**config.mk**
```make
export PLATFORM = sky130hd
export DESIGN_NAME = uart_hdx_ctrl
export DESIGN_NICKNAME = d
export VERILOG_FILES = /design/src/rtl/uart_hdx_pkg.sv /design/src/rtl/sync_fifo.sv /design/src/rtl/uart_hdx_ctrl.sv
export SDC_FILE = /design/constraint.sdc
export NUM_CORES = 1
export LEC_CHECK = 0
export BUFFER_PORTS_ARGS = -buffer_cell sky130_fd_sc_hd__buf_2
export CAP_MARGIN = 20
export CORE_MARGIN = 8
export CORE_UTILIZATION = 45
export DETAILED_ROUTE_END_ITERATION = 8
export SLEW_MARGIN = 40
export SYNTH_ARGS = -nofsm -noshare
export SYNTH_HDL_FRONTEND = slang
export SYNTH_SLANG_ARGS = --single-unit
export TNS_END_PERCENT = 1
```
**constraint.sdc**
```tcl
create_clock -name clk_i -period 4.7 [get_ports clk_i]
set_clock_uncertainty 0.15 [all_clocks]
set_input_delay 0.47 -clock clk_i [delete_from_list [all_inputs] [get_ports clk_i]]
set_output_delay 0.47 -clock clk_i [all_outputs]
set_load 0.1 [all_outputs]
```
**src/rtl/uart_hdx_pkg.sv**
```systemverilog
// rtl/uart_hdx_pkg.sv - register map, status bit positions and FSM state types for uart_hdx_ctrl
package uart_hdx_pkg;

  localparam logic [1:0] A_DATA = 2'd0;
  localparam logic [1:0] A_STAT = 2'd1;
  localparam logic [1:0] A_DIV  = 2'd2;
  localparam logic [1:0] A_IEN  = 2'd3;

  localparam int S_RX_NEMPTY = 0;
  localparam int S_RX_FULL   = 1;
  localparam int S_TX_EMPTY  = 2;
  localparam int S_TX_FULL   = 3;
  localparam int S_RX_OVF    = 4;
  localparam int S_FRM_ERR   = 5;
  localparam int S_TX_DROP   = 6;

  typedef enum logic [1:0] {R_IDLE, R_START, R_DATA, R_STOP} rx_state_t;
  typedef enum logic [2:0] {T_IDLE, T_LEAD, T_START, T_DATA, T_STOP, T_GUARD} tx_state_t;

endpackage

```
**src/rtl/sync_fifo.sv**
```systemverilog
// rtl/sync_fifo.sv - show-ahead synchronous FIFO; push on full is accepted only alongside a pop
module sync_fifo #(
  parameter int WIDTH = 8,
  parameter int DEPTH = 16
) (
  input  logic             clk_i,
  input  logic             reset_i,
  input  logic             push,
  input  logic             pop,
  input  logic [WIDTH-1:0] din,
  output logic [WIDTH-1:0] dout,
  output logic             full,
  output logic             empty
);

  localparam int AW = $clog2(DEPTH);
  localparam int CW = AW + 1;

  logic [WIDTH-1:0] mem [DEPTH];
  logic [AW-1:0]    wr_ptr;
  logic [AW-1:0]    rd_ptr;
  logic [CW-1:0]    count;
  logic             do_push;
  logic             do_pop;

  assign empty   = (count == '0);
  assign full    = (count == CW'(DEPTH));
  assign do_pop  = pop && !empty;
  assign do_push = push && (!full || do_pop);
  assign dout    = mem[rd_ptr];

  always_ff @(posedge clk_i or posedge reset_i) begin
    if (reset_i) begin
      wr_ptr <= '0;
      rd_ptr <= '0;
      count  <= '0;
    end else begin
      if (do_push) wr_ptr <= wr_ptr + 1'b1;
      if (do_pop)  rd_ptr <= rd_ptr + 1'b1;
      count <= count + CW'(do_push) - CW'(do_pop);
    end
  end

  always_ff @(posedge clk_i) begin
    if (do_push) mem[wr_ptr] <= din;
  end

endmodule

```
**src/rtl/uart_hdx_ctrl.sv**
```systemverilog
// rtl/uart_hdx_ctrl.sv - half-duplex single-wire UART with FIFOs, divisor, driver-enable guard and echo suppression
module uart_hdx_ctrl
  import uart_hdx_pkg::*;
#(
  parameter int DATA_W     = 8,
  parameter int FIFO_DEPTH = 16,
  parameter int DIV_W      = 16,
  parameter int DIV_RST    = 434,
  parameter int GUARD_BITS = 1
) (
  input  logic        clk_i,
  input  logic        reset_i,
  input  logic        ce_i,
  input  logic        wr_i,
  input  logic        rd_i,
  input  logic [1:0]  addr_i,
  input  logic [15:0] data_i,
  output logic [15:0] data_o,
  output logic        irq_o,
  input  logic        rxd_i,
  output logic        txd_o,
  output logic        txen_o
);

  localparam int BIT_W = $clog2(DATA_W);
  localparam int G_W   = (GUARD_BITS < 2) ? 1 : $clog2(GUARD_BITS + 1);

  logic              acc_wr, acc_rd;
  logic [DIV_W-1:0]  div_reg, div_eff, half_bit;
  logic [2:0]        ien;
  logic              tx_drop, frm_err, rx_ovf;
  logic [15:0]       stat_word;

  logic              tx_push, tx_pop, tx_full, tx_empty;
  logic [DATA_W-1:0] tx_dout;
  logic              rx_push, rx_pop, rx_full, rx_empty;
  logic [DATA_W-1:0] rx_dout;

  logic [2:0]        rxd_sync;
  logic              rxd_s, rx_fall, rx_stop_tick;

  rx_state_t         rx_state;
  logic [DIV_W-1:0]  rx_cnt, rx_div;
  logic [BIT_W-1:0]  rx_bit;
  logic [DATA_W-1:0] rx_shift;

  tx_state_t         tx_state;
  logic [DIV_W-1:0]  tx_cnt, tx_div;
  logic [BIT_W-1:0]  tx_bit;
  logic [DATA_W-1:0] tx_shift;
  logic [G_W-1:0]    guard_left;
  logic              tx_go;

  assign acc_wr = ce_i && wr_i;
  assign acc_rd = ce_i && rd_i && !wr_i;

  // Divisors below 3 leave no room for a mid-bit sample, so they are clamped.
  assign div_eff  = (div_reg < DIV_W'(3)) ? DIV_W'(3) : div_reg;
  assign half_bit = (div_eff >> 1) + DIV_W'(div_eff[0]);

  assign tx_push = acc_wr && (addr_i == A_DATA);
  assign rx_pop  = acc_rd && (addr_i == A_DATA) && !rx_empty;

  sync_fifo #(.WIDTH(DATA_W), .DEPTH(FIFO_DEPTH)) u_tx_fifo (
    .clk_i(clk_i), .reset_i(reset_i), .push(tx_push), .pop(tx_pop),
    .din(data_i[DATA_W-1:0]), .dout(tx_dout), .full(tx_full), .empty(tx_empty)
  );

  sync_fifo #(.WIDTH(DATA_W), .DEPTH(FIFO_DEPTH)) u_rx_fifo (
    .clk_i(clk_i), .reset_i(reset_i), .push(rx_push), .pop(rx_pop),
    .din(rx_shift), .dout(rx_dout), .full(rx_full), .empty(rx_empty)
  );

  // Two synchroniser flops plus one history flop for edge detection.
  always_ff @(posedge clk_i or posedge reset_i) begin
    if (reset_i) rxd_sync <= 3'b111;
    else         rxd_sync <= {rxd_sync[1:0], rxd_i};
  end

  assign rxd_s        = rxd_sync[1];
  assign rx_fall      = rxd_sync[2] && !rxd_sync[1];
  assign rx_stop_tick = (rx_state == R_STOP) && (rx_cnt == '0) && !txen_o;
  assign rx_push      = rx_stop_tick && rxd_s;

  always_ff @(posedge clk_i or posedge reset_i) begin
    if (reset_i) begin
      rx_state <= R_IDLE;
      rx_cnt   <= '0;
      rx_div   <= '0;
      rx_bit   <= '0;
      rx_shift <= '0;
    end else if (txen_o) begin
      rx_state <= R_IDLE;
    end else begin
      case (rx_state)
        R_IDLE: begin
          if (rx_fall) begin
            rx_state <= R_START;
            rx_div   <= div_eff;
            rx_cnt   <= half_bit - 1'b1;
          end
        end
        R_START: begin
          if (rx_cnt == '0) begin
            if (rxd_s) begin
              rx_state <= R_IDLE;
            end else begin
              rx_state <= R_DATA;
              rx_cnt   <= rx_div;
              rx_bit   <= '0;
            end
          end else begin
            rx_cnt <= rx_cnt - 1'b1;
          end
        end
        R_DATA: begin
          if (rx_cnt == '0) begin
            rx_shift <= {rxd_s, rx_shift[DATA_W-1:1]};
            rx_cnt   <= rx_div;
            if (rx_bit == BIT_W'(DATA_W - 1)) rx_state <= R_STOP;
            else                              rx_bit   <= rx_bit + 1'b1;
          end else begin
            rx_cnt <= rx_cnt - 1'b1;
          end
        end
        R_STOP: begin
          if (rx_cnt == '0) rx_state <= R_IDLE;
          else              rx_cnt   <= rx_cnt - 1'b1;
        end
        default: rx_state <= R_IDLE;
      endcase
    end
  end

  // RX wins arbitration: a start edge seen this cycle also blocks TX.
  assign tx_go  = (tx_state == T_IDLE) && !tx_empty && (rx_state == R_IDLE) && !rx_fall;
  assign tx_pop = (tx_cnt == '0) &&
                  ((tx_state == T_LEAD) || ((tx_state == T_STOP) && !tx_empty));

  always_ff @(posedge clk_i or posedge reset_i) begin
    if (reset_i) begin
      tx_state   <= T_IDLE;
      txd_o      <= 1'b1;
      txen_o     <= 1'b0;
      tx_cnt     <= '0;
      tx_div     <= '0;
      tx_bit     <= '0;
      tx_shift   <= '0;
      guard_left <= '0;
    end else begin
      case (tx_state)
        T_IDLE: begin
          if (tx_go) begin
            tx_state <= T_LEAD;
            txen_o   <= 1'b1;
            txd_o    <= 1'b1;
            tx_div   <= div_eff;
            tx_cnt   <= div_eff;
          end
        end
        T_LEAD: begin
          if (tx_cnt == '0) begin
            tx_state <= T_START;
            txd_o    <= 1'b0;
            tx_shift <= tx_dout;
            tx_cnt   <= tx_div;
          end else begin
            tx_cnt <= tx_cnt - 1'b1;
          end
        end
        T_START: begin
          if (tx_cnt == '0) begin
            tx_state <= T_DATA;
            txd_o    <= tx_shift[0];
            tx_shift <= tx_shift >> 1;
            tx_bit   <= '0;
            tx_cnt   <= tx_div;
          end else begin
            tx_cnt <= tx_cnt - 1'b1;
          end
        end
        T_DATA: begin
          if (tx_cnt == '0) begin
            tx_cnt <= tx_div;
            if (tx_bit == BIT_W'(DATA_W - 1)) begin
              tx_state <= T_STOP;
              txd_o    <= 1'b1;
            end else begin
              txd_o    <= tx_shift[0];
              tx_shift <= tx_shift >> 1;
              tx_bit   <= tx_bit + 1'b1;
            end
          end else begin
            tx_cnt <= tx_cnt - 1'b1;
          end
        end
        T_STOP: begin
          if (tx_cnt == '0) begin
            if (!tx_empty) begin
              tx_state <= T_START;
              txd_o    <= 1'b0;
              tx_shift <= tx_dout;
              tx_div   <= div_eff;
              tx_cnt   <= div_eff;
            end else if (GUARD_BITS == 0) begin
              tx_state <= T_IDLE;
              txen_o   <= 1'b0;
            end else begin
              tx_state   <= T_GUARD;
              guard_left <= G_W'(GUARD_BITS - 1);
              tx_cnt     <= tx_div;
            end
          end else begin
            tx_cnt <= tx_cnt - 1'b1;
          end
        end
        T_GUARD: begin
          if (tx_cnt == '0) begin
            if (guard_left == '0) begin
              tx_state <= T_IDLE;
              txen_o   <= 1'b0;
            end else begin
              guard_left <= guard_left - 1'b1;
              tx_cnt     <= tx_div;
            end
          end else begin
            tx_cnt <= tx_cnt - 1'b1;
          end
        end
        default: begin
          tx_state <= T_IDLE;
          txen_o   <= 1'b0;
          txd_o    <= 1'b1;
        end
      endcase
    end
  end

  always_comb begin
    stat_word              = '0;
    stat_word[S_RX_NEMPTY] = !rx_empty;
    stat_word[S_RX_FULL]   = rx_full;
    stat_word[S_TX_EMPTY]  = tx_empty;
    stat_word[S_TX_FULL]   = tx_full;
    stat_word[S_RX_OVF]    = rx_ovf;
    stat_word[S_FRM_ERR]   = frm_err;
    stat_word[S_TX_DROP]   = tx_drop;
  end

  logic w1c, tx_drop_set, rx_ovf_set, frm_err_set;
  assign w1c         = acc_wr && (addr_i == A_STAT);
  assign tx_drop_set = tx_push && tx_full && !tx_pop;
  assign rx_ovf_set  = rx_push && rx_full && !rx_pop;
  assign frm_err_set = rx_stop_tick && !rxd_s;

  // Set has priority over a same-cycle write-one-to-clear.
  always_ff @(posedge clk_i or posedge reset_i) begin
    if (reset_i) begin
      div_reg <= DIV_W'(DIV_RST);
      ien     <= '0;
      tx_drop <= 1'b0;
      rx_ovf  <= 1'b0;
      frm_err <= 1'b0;
      data_o  <= '0;
      irq_o   <= 1'b0;
    end else begin
      if (acc_wr && (addr_i == A_DIV)) div_reg <= data_i[DIV_W-1:0];
      if (acc_wr && (addr_i == A_IEN)) ien     <= data_i[2:0];
      tx_drop <= (tx_drop && !(w1c && data_i[S_TX_DROP])) || tx_drop_set;
      rx_ovf  <= (rx_ovf  && !(w1c && data_i[S_RX_OVF]))  || rx_ovf_set;
      frm_err <= (frm_err && !(w1c && data_i[S_FRM_ERR])) || frm_err_set;
      if (acc_rd) begin
        case (addr_i)
          A_DATA:  data_o <= rx_empty ? '0 : 16'(rx_dout);
          A_STAT:  data_o <= stat_word;
          A_DIV:   data_o <= 16'(div_reg);
          default: data_o <= {13'b0, ien};
        endcase
      end
      irq_o <= |(ien & {tx_drop || rx_ovf || frm_err, tx_empty, !rx_empty});
    end
  end

endmodule

```
# Yosys cells after proc, flatten, opt, wreduce, memory -nomap -nowiden
# Memory sizes are Yosys's and may differ from the RTL's.
# Cells that the tools add are included.
[totals] input_bits=24 elab_cells=243 ram_bits=256 n_memories=2 ff_bits=162 out_inout_bits=19
[classes] n_reduce_logical=83 muxes=72 bitwise=4 n_lt_le_gt_ge=1 addsub=15 n_eq_ne=39
[mem_list] name="u_rx_fifo.mem" depth=16 word_bits=8 rd=1 rd_ports_with_merged_regs=0 wr=1 line_no="sync_fifo.sv:19" text="logic [WIDTH-1:0] mem [DEPTH];"
[mem_list] name="u_tx_fifo.mem" depth=16 word_bits=8 rd=1 rd_ports_with_merged_regs=0 wr=1 line_no="sync_fifo.sv:19"
[op_table] op="$mux W16" count=13
[op_table] op="$pmux W16 S4" count=2
[op_table] op="$mux W8" count=7
[op_table] op="$mux W3" count=16
[op_table] op="$pmux W16 S3" count=1
[op_table] op="$sub A16 B1 Y16 const B" count=3
[op_table] op="$logic_and A1 B1 Y1" count=33
[op_table] op="$logic_not A16 Y1" count=2
[op_table] op="$pmux W16 S2" count=1
[op_table] op="$pmux W8 S4" count=1
[op_table] op="$ne A2 B2 Y1 const B" count=15
[op_table] op="$ne A3 B3 Y1 const B" count=6
[op_table] op="$pmux W3 S6" count=1
[op_table] op="$mux W1" count=17
[op_table] op="$add A15 B1 Y16" count=1
[op_table] op="$add A4 B1 Y4 const B" count=4
[op_table] op="$lt A16 B2 Y1 const B" count=1
[op_table] op="$reduce_and A4 Y1" count=4
[op_table] op="$mux W2" count=7
[op_table] op="$reduce_and A7 Y1" count=2
[op_table] op="$logic_not A1 Y1" count=13
[op_table] op="$eq A3 B3 Y1 const B" count=4
[op_table] op="$pmux W3 S2" count=2
[op_table] op="$reduce_and A3 Y1" count=4
[op_table] op="other kinds (28)" count=54

# Logic depth before layout (Yosys ltp)
[depth] word_depth=10 depth_mapped=17 depth_no_buf=16

# Cells and area by module
# Synthesis repeated with hierarchy kept, for this count alone.
[unflattened] hier_cells=1443 hier_area_um2=19215.9
[by_module_without_submodules] module="sync_fifo" cells_per_inst=320 instances=2 area_each_um2=5825.6 seq_area_each_um2=4169.0
[by_module_without_submodules] module="uart_hdx_ctrl" cells_per_inst=803 instances=1 area_each_um2=7564.8 seq_area_each_um2=3389.5

# Worst setup path after synthesis
# No wires, ideal clock.
[synth_path] path_kind="reg2reg" startpoint="register rx_cnt[0]" endpoint="memory u_rx_fifo.mem[3][0] (enable)" slack_ns=1.299 period_less_slack_ns=3.401 t_required_ns=4.167 arrival_ns=2.867 path_buffers=1 stages_incl_launch_ff=10 setup_time_ns=0.383 cell_sequence="dfrtp_1 -> inv_1 -> ha_1 -> or4b_2 -> or4_4 -> nor4_1 -> nor2b_1 -> buf_4 -> nand2_1 -> nor3_1"
[synth_between] elab_chain_len=7
[synth_rtl] item="from (decl)" line_no="uart_hdx_ctrl.sv:43" text="logic [DIV_W-1:0] rx_cnt, rx_div;"
[synth_rtl] item="from (signal assigned)" line_no="uart_hdx_ctrl.sv:100" text="rx_cnt <= half_bit - 1'b1;"
[synth_rtl] item="from (signal assigned)" line_no="uart_hdx_ctrl.sv:109" text="rx_cnt <= rx_div;"
[synth_rtl] item="from (signal assigned)" line_no="uart_hdx_ctrl.sv:113" text="rx_cnt <= rx_cnt - 1'b1;"
[synth_rtl] item="$logic_not A16 Y1" line_no="uart_hdx_ctrl.sv:82" text="assign rx_stop_tick = (rx_state == R_STOP) && (rx_cnt == '0) && !txen_o;"
[synth_rtl] item="$logic_and A1 B1 Y1 (2 in a row)" line_no="uart_hdx_ctrl.sv:82"
[synth_rtl] item="$logic_and A1 B1 Y1" line_no="uart_hdx_ctrl.sv:83" text="assign rx_push = rx_stop_tick && rxd_s;"
[synth_rtl] item="$logic_and A1 B1 Y1" line_no="sync_fifo.sv:29" text="assign do_push = push && (!full || do_pop);"
[synth_rtl] item="net u_rx_fifo.do_push" line_no="sync_fifo.sv:23" text="logic do_push;"
[synth_rtl] item="$mux W1" line_no="sync_fifo.sv:45" text="if (do_push) mem[wr_ptr] <= din;"
[synth_rtl] item="$mux W1 (not written as such)" line_no="sync_fifo.sv:45"
[synth_rtl] item="to (decl)" line_no="sync_fifo.sv:19"
# The timed path passes the listed nets, and every way through them passes these cells.

# Worst setup path after layout
[layout_path] startpoint="register rx_cnt[0]" endpoint="register u_rx_fifo.count[4]"
[layout_between] elab_chain_len=7
[layout_rtl] item="$logic_not A16 Y1" line_no="uart_hdx_ctrl.sv:82"
[layout_rtl] item="$logic_and A1 B1 Y1 (2 in a row)" line_no="uart_hdx_ctrl.sv:82"
[layout_rtl] item="$logic_and A1 B1 Y1" line_no="uart_hdx_ctrl.sv:83"
[layout_rtl] item="$logic_and A1 B1 Y1" line_no="sync_fifo.sv:29"
[layout_rtl] item="$add A5 B1 Y5" line_no="sync_fifo.sv:40" text="count <= count + CW'(do_push) - CW'(do_pop);"
[layout_rtl] item="$sub A5 B1 Y5" line_no="sync_fifo.sv:40"
[layout_rtl] item="to (signal assigned)" line_no="sync_fifo.sv:40"
[layout_rtl] item="to (decl)" line_no="sync_fifo.sv:22" text="logic [CW-1:0] count;"
# No other way between the ends.
# A chain may end at the register's enable or synchronous reset.

==> run_results.csv <==
group,metric,value,unit
placement,place_inst,1912,
timing,timing.hold.ws,0.173,ns
global_route,grtUsageTotal,18.2,%
timing,min_period,3.91,ns
timing,slew_headroom,46.7,%
layout,diodes,0,
global_route,grt_max_degree,152,
route,dr_wl_met2,20800,µm
timing,slew_viol_final,0,
hold_path,hold_path.class,"in -> reg",
route,postRouteWirelength,42800,µm
route,wl_met1,18400,µm
logic_synthesis,syn_area,0.0188,mm²
floorplan,core,0.0416,mm²
layout,reg.largest.list,"u_rx_fifo.mem x128, u_tx_fifo.mem x128",
route,met3WireLength,2010,µm
placement,dp_slack,0.778,ns
power_and_ir_drop,p_sw_share,29.6,%
layout,final_cells,2007,
cts,post_cts_buffers,0,
layout,drive_above_1_share,21.7,%
critical_path,cp-end-kind,"register",
route,drcViolationCount,0,
timing,tns,0,ns
critical_path,crit_chain,"inv_1 -> ha_1 -> or4b_2 -> or4_4 -> nor4_1 -> nor2b_1 -> buf_4 -> ha_1 -> inv_1 -> fa_1 -> inv_1 -> a21oi_1 -> nor2_1 -> nor2_1 -> xnor2_1",
route,drtAntennaViolNets,0,
cts,cts.repair.resized,0,
route,top_layer_used,"met4",
floorplan,initial_utilization,45.2,%
power_and_ir_drop,pwr-share-seq,45.7,%
logic_synthesis,ys.flop_type,"edfxtp_1",
route,via_per_inst,5.75,
cts,ctsRootBufferMaster,"clkbuf_16",
placement,io_buffers,42,
floorplan,fp.dieArea,0.0485,mm²
logic_synthesis,synth_edf_count,256,
route,drt_pass1_iterations,8,
floorplan,io-pin-count,43,
route,first_iter_violations,1001,
logic_synthesis,syn_nets,1437,
critical_path,crit_top_cell,"inv_1",
timing,hold_viol_final,0,
power_and_ir_drop,internal_power,7.20,mW
logic_synthesis,async_reset_ff_share,38.6,%
cts,cts.sinks,417,
run_status,status,"complete, no violations",
floorplan,fp.dieW,220,µm
timing,fmax,256,MHz
global_route,grt_pass1_vias,11900,
critical_path,crit_slowest_cell,"or4b_2",
critical_path,criticalPathCategory,"reg -> reg",
layout,num-nets-final,1494,
cts,clkTransAtPathRegs,0.06,ns
cts,cts.path.max_buffers,3,
floorplan,rows,75,
placement,place_congestion,0.841,
critical_path,required,5.02,ns
timing,fin_ws,0.792,ns
route,wl_per_cell,21.3,µm
timing,setup_viol,0,
layout,fillers,3493,
power_and_ir_drop,powerDensity,479,mW/mm²
critical_path,cp-start-kind,"register",
critical_path,slowest_delay,0.60,ns
floorplan,dieHeight,220,µm
power_and_ir_drop,pwr-share-clk,35.3,%
critical_path,worstPathArrival,4.23,ns
logic_synthesis,syn_area_per_cell,13.7,µm²
cts,cts_htree_levels,2,
layout,syn2layout_area_growth,13.8,%
global_route,grt_antenna_before_repair,0,
logic_synthesis,synth_cell_types,75,
power_and_ir_drop,leakage,8.29,nW
global_route,overflow,0,
timing,worst_pin_slew,0.798,ns
global_route,grt_pass1_wl,68600,µm
cts,clk_latency,0.59,ns
route,vias,11500,
critical_path,worst-path-max-fanout,20,
cts,cts-buffers-inserted,45,
power_and_ir_drop,p_total,10.2,mW
placement,hpwl,28700,µm
logic_synthesis,yosysSeqAreaShare,62.5,%
timing,grt_setup_unrepaired,"false",
logic_synthesis,yosys_warnings,0,
power_and_ir_drop,p_comb_share,19.0,%
flow_run,maxCapViolations,0,
power_and_ir_drop,ir_drop,286,µV
logic_synthesis,netlist_instances,1374,
power_and_ir_drop,power.switching,3.03,mW
timing,min_period_over_period,83.1,%
logic_synthesis,synth_seq_cells,417,
cts,cts_tree,"yes",
cts,holdBufCountCts,10,
[area by class of cell]
class,instances,area (µm²),area share (%)
inverter,47,180,0.843
tap,539,674,3.16
timing repair buffer,92,643,3.01
clock inverter,23,297,1.39
multi-input combinational,828,6610,30.9
sequential,417,11700,54.9
clock buffer,61,1240,5.78
[power by group through the flow]
stage	Combinational (mW)	Clock, mW	Sequential (mW)
6_report	1.95	3.61	4.67
5_1_grt	2.14	3.83	4.74
4_1_cts	1.96	3.70	4.68
3_5_place_dp	1.94	0	4.75
3_3_place_gp	1.90	0	4.73
2_1_floorplan	1.51	0	4.63
[critical path, delay by kind of cell, from the launching register on]
kind / cells / cell delay (ns)
flip-flops: 1 / 0.42
adder cells (fa/ha/maj): 3 / 0.74
XOR/XNOR: 1 / 0.11
AND/OR/NAND/NOR: 6 / 1.87
AO/OA/AOI/OAI: 1 / 0.06
buffers and inverters: 4 / 0.43
[layer usage]
layer,vias to the layer above,global-route usage (%)
met5,-,0
li1,5325,-
met4,0,7.39
met3,97,3.38
met1,5841,23.8
met2,284,29.7
[stage by stage]
stage / util (%) / cell area, µm²
finish: 51.4 / 21400
global placement: 47.3 / 19700
global route: 51.4 / 21400
detailed placement: 47.4 / 19700
CTS: 51.3 / 21300
floorplan: - / 18800
[cell usage after synthesis (5+ instances only)]
| cell type | n | area share, % |
|---|---|---|
| a211oi_1 | 10 | 0.40 |
| a21o_1 | 6 | 0.24 |
| a21oi_1 | 58 | 1.5 |
| a221oi_1 | 12 | 0.56 |
| a22o_1 | 13 | 0.61 |
| a22oi_1 | 5 | 0.20 |
| a31oi_1 | 19 | 0.63 |
| buf_1 | 7 | 0.14 |
| buf_2 | 7 | 0.19 |
| clkbuf_1 | 64 | 1.3 |
| dfrtp_1 | 152 | 20 |
| dfstp_2 | 9 | 1.3 |
| edfxtp_1 | 256 | 41 |
| ha_1 | 37 | 2.5 |
| inv_1 | 46 | 0.92 |
| mux2_2 | 52 | 3.1 |
| mux4_2 | 74 | 8.9 |
| nand2_1 | 142 | 2.8 |
| nand2b_1 | 11 | 0.37 |
| nand3_1 | 33 | 0.88 |
| nand4_1 | 10 | 0.33 |
| nor2_1 | 80 | 1.6 |
| nor2b_1 | 10 | 0.33 |
| nor3_1 | 35 | 0.93 |
| nor4_1 | 13 | 0.43 |
| nor4b_1 | 6 | 0.28 |
| o211ai_1 | 10 | 0.40 |
| o21ai_0 | 59 | 1.6 |
| o31a_1 | 5 | 0.23 |
| o31ai_1 | 10 | 0.40 |
| or3_1 | 9 | 0.30 |
| or4_1 | 5 | 0.20 |
| xnor2_1 | 26 | 1.2 |
| xor2_1 | 14 | 0.65 |
[worst paths after layout]
check	start	to	slack, ns	cells after the start
max	rx_cnt[0]$_DFFE_PP0P_	u_rx_fifo.count[4]$_DFF_PP0_	0.79	15
min	data_i[0]	u_tx_fifo.mem[12][0]$_DFFE_PP_	0.17	1
max reg2reg	rx_cnt[0]$_DFFE_PP0P_	u_rx_fifo.count[4]$_DFF_PP0_	0.79	15
min reg2reg	rxd_sync[0]$_DFF_PP1_	rxd_sync[1]$_DFF_PP1_	0.20	0
max in group asynchronous	reset_i	u_rx_fifo.rd_ptr[0]$_DFFE_PP0P_	2.99	5
min in group asynchronous	reset_i	rx_shift[4]$_DFFE_PP0P_	0.25	3
[placed cells by master (no fill, tap or decap), drive strengths merged, types with 6 or more instances in the layout]
| master | count |
|---|---|
| a22o | 13 |
| a21o | 6 |
| clkbuf | 61 |
| a21oi | 59 |
| nor2b | 10 |
| ha | 37 |
| edfxtp | 256 |
| o21ai | 60 |
| mux4 | 74 |
| inv | 46 |
| o31ai | 10 |
| nor3 | 35 |
| nand2b | 11 |
| nand3 | 33 |
| a211oi | 10 |
| dfrtp | 152 |
| xnor2 | 26 |
| nor4 | 13 |
| mux2 | 53 |
| dfstp | 9 |
| buf | 82 |
| xor2 | 14 |
| nand4 | 10 |
| a31oi | 19 |
| clkinv | 16 |
| nand2 | 142 |
| o211ai | 10 |
| or4 | 7 |
| dlygate4sd3 | 10 |
| or3 | 9 |
| nor2 | 81 |
| nor4b | 7 |
| a221oi | 13 |
[kinds of logic (layout without fill, tap and decap cells)]
group	Yosys count	count (layout)	synth area share, %
xor gates and xnor gates	40	40	1.87
adders and majority gates	39	39	2.68
muxes	128	128	12.1
AOI/OAI and AO/OA	243	243	8.61
and+or+nand+nor	378	378	9.53
buffers and inverters	129	223	2.73
DFF	417	417	62.5
Note: power is estimated with default switching activity, not from simulation.
